### src/rtl/mac_pkg.sv
// Shared types and helpers for the multiply-accumulate path.
// Holds the accumulator FSM state type and the counter width function.
package mac_pkg;

  typedef enum logic {
    ACCUM = 1'b0,
    HOLD  = 1'b1
  } mac_state_t;

  function automatic int cnt_w(input int count);
    return (count > 1) ? $clog2(count) : 1;
  endfunction

endpackage

### src/rtl/mac_accumulator_sat_add.sv
// Combinational saturating adder: unsigned a + zero-extended b,
// clamped to all-ones when the carry out of ACC_W bits is set.
module sat_add #(
  parameter int IN_W  = 7,
  parameter int ACC_W = 8
) (
  input  logic [ACC_W-1:0] a,
  input  logic [IN_W-1:0]  b,
  output logic [ACC_W-1:0] sum,
  output logic             ovf
);

  logic [ACC_W:0] full;

  always_comb begin
    full = {1'b0, a} + {{(ACC_W + 1 - IN_W){1'b0}}, b};
    ovf  = full[ACC_W];
    sum  = ovf ? {ACC_W{1'b1}} : full[ACC_W-1:0];
  end

endmodule

### src/rtl/mac_accumulator.sv
// Sums COUNT multiplier products into a saturating accumulator and
// presents each total on a registered valid/ready output channel.
module mac_accumulator
  import mac_pkg::*;
#(
  parameter int N     = 3,
  parameter int M     = 4,
  parameter int COUNT = 4,
  parameter int ACC_W = 8
) (
  input  logic             clk,
  input  logic             rst_n,
  input  logic             clear,
  input  logic             in_valid,
  output logic             in_ready,
  input  logic [N+M-1:0]   product,
  output logic             out_valid,
  input  logic             out_ready,
  output logic [ACC_W-1:0] acc_out,
  output logic             sat
);

  localparam int P_W   = N + M;
  localparam int CNT_W = cnt_w(COUNT);
  localparam logic [CNT_W-1:0] LAST = CNT_W'(COUNT - 1);

  mac_state_t       state_q, state_d;
  logic [ACC_W-1:0] acc_q, acc_d;
  logic [CNT_W-1:0] cnt_q, cnt_d;
  logic             stk_q, stk_d;
  logic [ACC_W-1:0] out_q, out_d;
  logic             sat_q, sat_d;

  logic [ACC_W-1:0] sum;
  logic             ovf;
  logic             last;

  sat_add #(
    .IN_W  (P_W),
    .ACC_W (ACC_W)
  ) u_sat_add (
    .a   (acc_q),
    .b   (product),
    .sum (sum),
    .ovf (ovf)
  );

  assign in_ready  = (state_q == ACCUM);
  assign out_valid = (state_q == HOLD);
  assign acc_out   = out_q;
  assign sat       = sat_q;
  assign last      = (COUNT == 1) || (cnt_q == LAST);

  always_comb begin
    state_d = state_q;
    acc_d   = acc_q;
    cnt_d   = cnt_q;
    stk_d   = stk_q;
    out_d   = out_q;
    sat_d   = sat_q;
    if (clear) begin
      state_d = ACCUM;
      acc_d   = '0;
      cnt_d   = '0;
      stk_d   = 1'b0;
    end else begin
      unique case (state_q)
        ACCUM: begin
          if (in_valid) begin
            if (last) begin
              out_d   = sum;
              sat_d   = stk_q | ovf;
              acc_d   = '0;
              cnt_d   = '0;
              stk_d   = 1'b0;
              state_d = HOLD;
            end else begin
              acc_d = sum;
              cnt_d = cnt_q + CNT_W'(1);
              stk_d = stk_q | ovf;
            end
          end
        end
        HOLD: begin
          if (out_ready) state_d = ACCUM;
        end
        default: state_d = ACCUM;
      endcase
    end
  end

  always_ff @(posedge clk or negedge rst_n) begin
    if (!rst_n) begin
      state_q <= ACCUM;
      acc_q   <= '0;
      cnt_q   <= '0;
      stk_q   <= 1'b0;
      out_q   <= '0;
      sat_q   <= 1'b0;
    end else begin
      state_q <= state_d;
      acc_q   <= acc_d;
      cnt_q   <= cnt_d;
      stk_q   <= stk_d;
      out_q   <= out_d;
      sat_q   <= sat_d;
    end
  end

endmodule

### config.mk
export PLATFORM = sky130hd
export DESIGN_NAME = mac_accumulator
export DESIGN_NICKNAME = d
export VERILOG_FILES = /design/src/rtl/mac_pkg.sv /design/src/rtl/mac_accumulator_sat_add.sv /design/src/rtl/mac_accumulator.sv
export SDC_FILE = /design/constraint.sdc
export NUM_CORES = 1
export LEC_CHECK = 0
export CORE_AREA = 10 10 62 64
export DETAILED_ROUTE_END_ITERATION = 8
export DIE_AREA = 0 0 72 74
export GPL_TIMING_DRIVEN = 1
export PLACE_DENSITY = 0.72
export SLEW_MARGIN = 20
export SYNTH_ARGS = -nofsm -noshare
export SYNTH_HDL_FRONTEND = slang
export SYNTH_SLANG_ARGS = --single-unit
export TNS_END_PERCENT = 30
### constraint.sdc
create_clock -name clk -period 2.12 [get_ports clk]
set_input_delay 0.424 -clock clk [delete_from_list [all_inputs] [get_ports clk]]
set_output_delay 0.424 -clock clk [all_outputs]
set_load 0.05 [all_outputs]
==> results.py <==
metrics = {
    "worst_setup_path": {
        "worstPathRequired_ns": 1.70,
        "start_kind": "flop",
        "crit_type": "flop to primary output",
        "r2r_setup_slack_ns": 0.08,
        "end_kind": "primary output",
        "cp.arrival_ns": 1.63,
        "path_max_fanout": 4,
    },
    "synth": {
        "ys_types": 30,
        "synth_nets": 145,
        "synth_area_um2": 1170,
        "syn_area_per_cell_um2": 9.41,
        "netlist_instances": 124,
        "ys_seq_elements": 21,
        "ys_seq_area_share_pct": 45.0,
        "yosysWarnings": 0,
    },
    "cells_and_area": {
        "stdcell_area_um2": 1610,
        "nNetsFinal": 192,
        "diodes": 0,
        "drive_above_1_share_pct": 19.4,
        "area_delta_synth_final_pct": 37.8,
    },
    "route": {
        "antenna_left": 0,
        "wl_mm": 2.69,
        "dr.pass1.iters": 4,
        "wl_per_cell_um": 13.4,
        "drt-vias-per-instance": 5.16,
        "drc": 0,
        "vias": 1038,
        "drtIter0Drc": 55,
    },
    "floorplanning": {
        "die_h_um": 74,
        "die-area_um2": 5330,
        "start_util_pct": 43.8,
        "row_count": 19,
        "die_x_um": 72,
        "core_um2": 2660,
        "io_pins": 23,
    },
    "clock_tree": {
        "path_clk_slew_ns": 0.12,
        "cts_sinks": 21,
        "htree_levels": 1,
        "ctsRootBufferMaster": "clkbuf_4",
        "numCtsBuffers": 3,
        "clockBufferDepth": 2,
        "cts_tree": "yes",
        "insertion_delay_ns": 0.30,
    },
    "place": {
        "postPlaceCellArea_um2": 1570,
        "place.gp.congestion": 0.811,
        "numPortBuffers": 22,
        "hpwl_mm": 2.13,
        "pre_cts_slack_ns": -0.463,
    },
    "global_route": {
        "grt_pass1_vias": 1089,
        "grt-ovfl-total": 0,
        "grt_max_degree": 22,
        "grt_pass1_wl_mm": 4.58,
        "grt_use_total_pct": 10.4,
        "antenna_found_initial": 0,
    },
    "timing": {
        "min_period_ns": 2.05,
        "worstMarginPinSlew_ns": 0.665,
        "setup_violations": 0,
        "relSlewSlack_pct": 55.7,
        "hold_viol": 0,
        "fmax_mhz": 488,
        "fin_ws_ns": 0.0694,
        "drv_slew": 0,
        "finalClockSkew_ns": 0.00779,
        "rsz0062_at_grt": "yes",
        "tns_ns": 0,
        "period_share_pct": 96.7,
    },
    "power": {
        "p_total_w": 0.00136,
        "p_leak_nw": 0.782,
        "vdd_drop_max_v": 0.000567,
        "powerDensity_nw_per_um2": 844,
    },
    "run_status": {
        "status": "completed",
    },
    "min_path": {
        "min_path_type": "primary input to async pin",
    },
    "job": {
        "max-cap-violations": 0,
    },
}
## layer usage
| layer | GRT usage, % | up-vias | share of wire [%] | wire (um) |
|---|---|---|---|---|
| li1 | - | 532 | - | - |
| met1 | 12.0 | 489 | 47 | 1270 |
| met2 | 17.8 | 13 | 48 | 1280 |
| met3 | 2.13 | 4 | 4.0 | 108 |
| met4 | 5.16 | 0 | 0.97 | 26 |
| met5 | 0 | - | 0 | 0 |
## critical path: stages, from the launching register on
cell             delay, ns
dfrtp_1               0.39
inv_1                 0.10
clkdlybuf4s50_1       0.83
## placed cells by master, fill, tap and decap left out
| cell type | netlist | final |
|---|---|---|
| nor3b_2 | 1 | 1 |
| fa_2 | 0 | 1 |
| clkdlybuf4s50_1 | 0 | 20 |
| a21oi_1 | 13 | 13 |
| a211oi_1 | 1 | 1 |
| mux2i_1 | 1 | 1 |
| o22a_1 | 2 | 2 |
| o21ai_0 | 10 | 9 |
| o31ai_1 | 3 | 3 |
| o22ai_1 | 2 | 2 |
| or3_1 | 1 | 1 |
| a41oi_1 | 1 | 1 |
| or2_2 | 1 | 1 |
| o41a_1 | 1 | 1 |
| nor2_1 | 21 | 21 |
| o21bai_2 | 1 | 1 |
| buf_4 | 2 | 23 |
| xnor2_1 | 1 | 1 |
| o21ai_1 | 0 | 1 |
| clkbuf_4 | 0 | 3 |
| nand2_1 | 13 | 13 |
| nand4_1 | 1 | 1 |
| a21o_1 | 2 | 2 |
| ha_2 | 0 | 1 |
| nor2b_1 | 1 | 1 |
| ha_1 | 8 | 7 |
| nor3_1 | 3 | 3 |
| clkbuf_1 | 1 | 1 |
| mux2_2 | 1 | 1 |
| dlygate4sd2_1 | 0 | 2 |
| inv_1 | 5 | 5 |
| o211a_1 | 1 | 1 |
| a21oi_4 | 1 | 1 |
| dfrtp_1 | 21 | 21 |
| xor2_1 | 3 | 3 |
## state kept, by name, summed over array words and instances, names as in the netlist
register / flops
acc_out: 8
acc_q: 8
cnt_q: 2
stk_q: 1
out_valid: 1
sat: 1
## synthesized netlist by cell type
cell / instances / share of area (%)
a21oi_1: 13 / 5.6
or3_1: 1 / 0.54
o21ai_0: 10 / 4.3
clkbuf_1: 1 / 0.32
fa_1: 1 / 1.7
xor2_1: 3 / 2.3
ha_1: 8 / 8.6
nor2b_1: 1 / 0.54
o31ai_1: 3 / 1.9
buf_4: 2 / 1.3
nand2_1: 13 / 4.2
o22ai_1: 2 / 1.1
nand4_1: 1 / 0.54
inv_1: 5 / 1.6
o21bai_2: 1 / 0.96
nor3b_2: 1 / 1.1
or2_2: 1 / 0.54
dfrtp_1: 21 / 45
o211a_1: 1 / 0.86
xnor2_1: 1 / 0.75
a41oi_1: 1 / 0.75
a211oi_1: 1 / 0.64
mux2i_1: 1 / 0.86
nor3_1: 3 / 1.3
o41a_1: 1 / 0.96
o22a_1: 2 / 1.5
a21o_1: 2 / 1.3
a21oi_4: 1 / 1.4
nor2_1: 21 / 6.8
mux2_2: 1 / 0.96
## cell families after synthesis
group,synth area share [%]
AND/OR/NAND/NOR,15.4
flip-flops,45.0
multiplexers,1.82
XOR/XNOR,3.00
AO/OA/AOI/OAI,21.2
adder cells (fa/ha/maj),10.3
buffers and inverters,3.21
## power by group
| part | leakage [nW] | total, W | internal [W] | switching (W) |
|---|---|---|---|---|
| clock | 0.0150 | 0.000195 | 0.0000734 | 0.000121 |
| sequential | 0.277 | 0.000515 | 0.000471 | 0.0000439 |
| combinational | 0.491 | 0.000649 | 0.000270 | 0.000379 |
## per-stage QoR
| step | std cells | util (%) | hold WS (ns) |
|---|---|---|---|
| 2_1_floorplan | 124 | - | 0.128 |
| 3_3_place_gp | 195 | 58.9 | 0.469 |
| 3_5_place_dp | 195 | 58.9 | 0.478 |
| 4_1_cts | 200 | 60.2 | 0.462 |
| 5_1_grt | 201 | 60.4 | 0.469 |
| 6_report | 201 | 60.4 | 0.443 |
## what timing repair did
action                                 CTS  global route
endpoints found under the hold margin    0             0
buffers inserted                         1             1
pin swaps                                7             7
resized for setup                        3             1
hold buffers                             0             0
setup endpoints to repair               15            13
## final timing paths
path                       cells past startpoint         to      start
setup reg to reg                               7   acc_q[7]   acc_q[0]
hold reg to reg                                2   acc_q[6]   acc_q[6]
setup / recovery                               2   in_ready  out_valid
min in group clk                               2   acc_q[6]   acc_q[6]
hold / removal                                 2  out_valid      rst_n
max in group asynchronous                      2   acc_q[1]      rst_n
## layout make-up
type | instances | area [um^2]
Sequential cell | 21 | 526
Tap cell | 31 | 38.8
Inverter | 5 | 18.8
Timing Repair Buffer | 45 | 390
Clock buffer | 4 | 26.3
Multi-Input combinational cell | 95 | 609
Fill cell | 246 | 1050
Power figures use the tool's default switching activity.
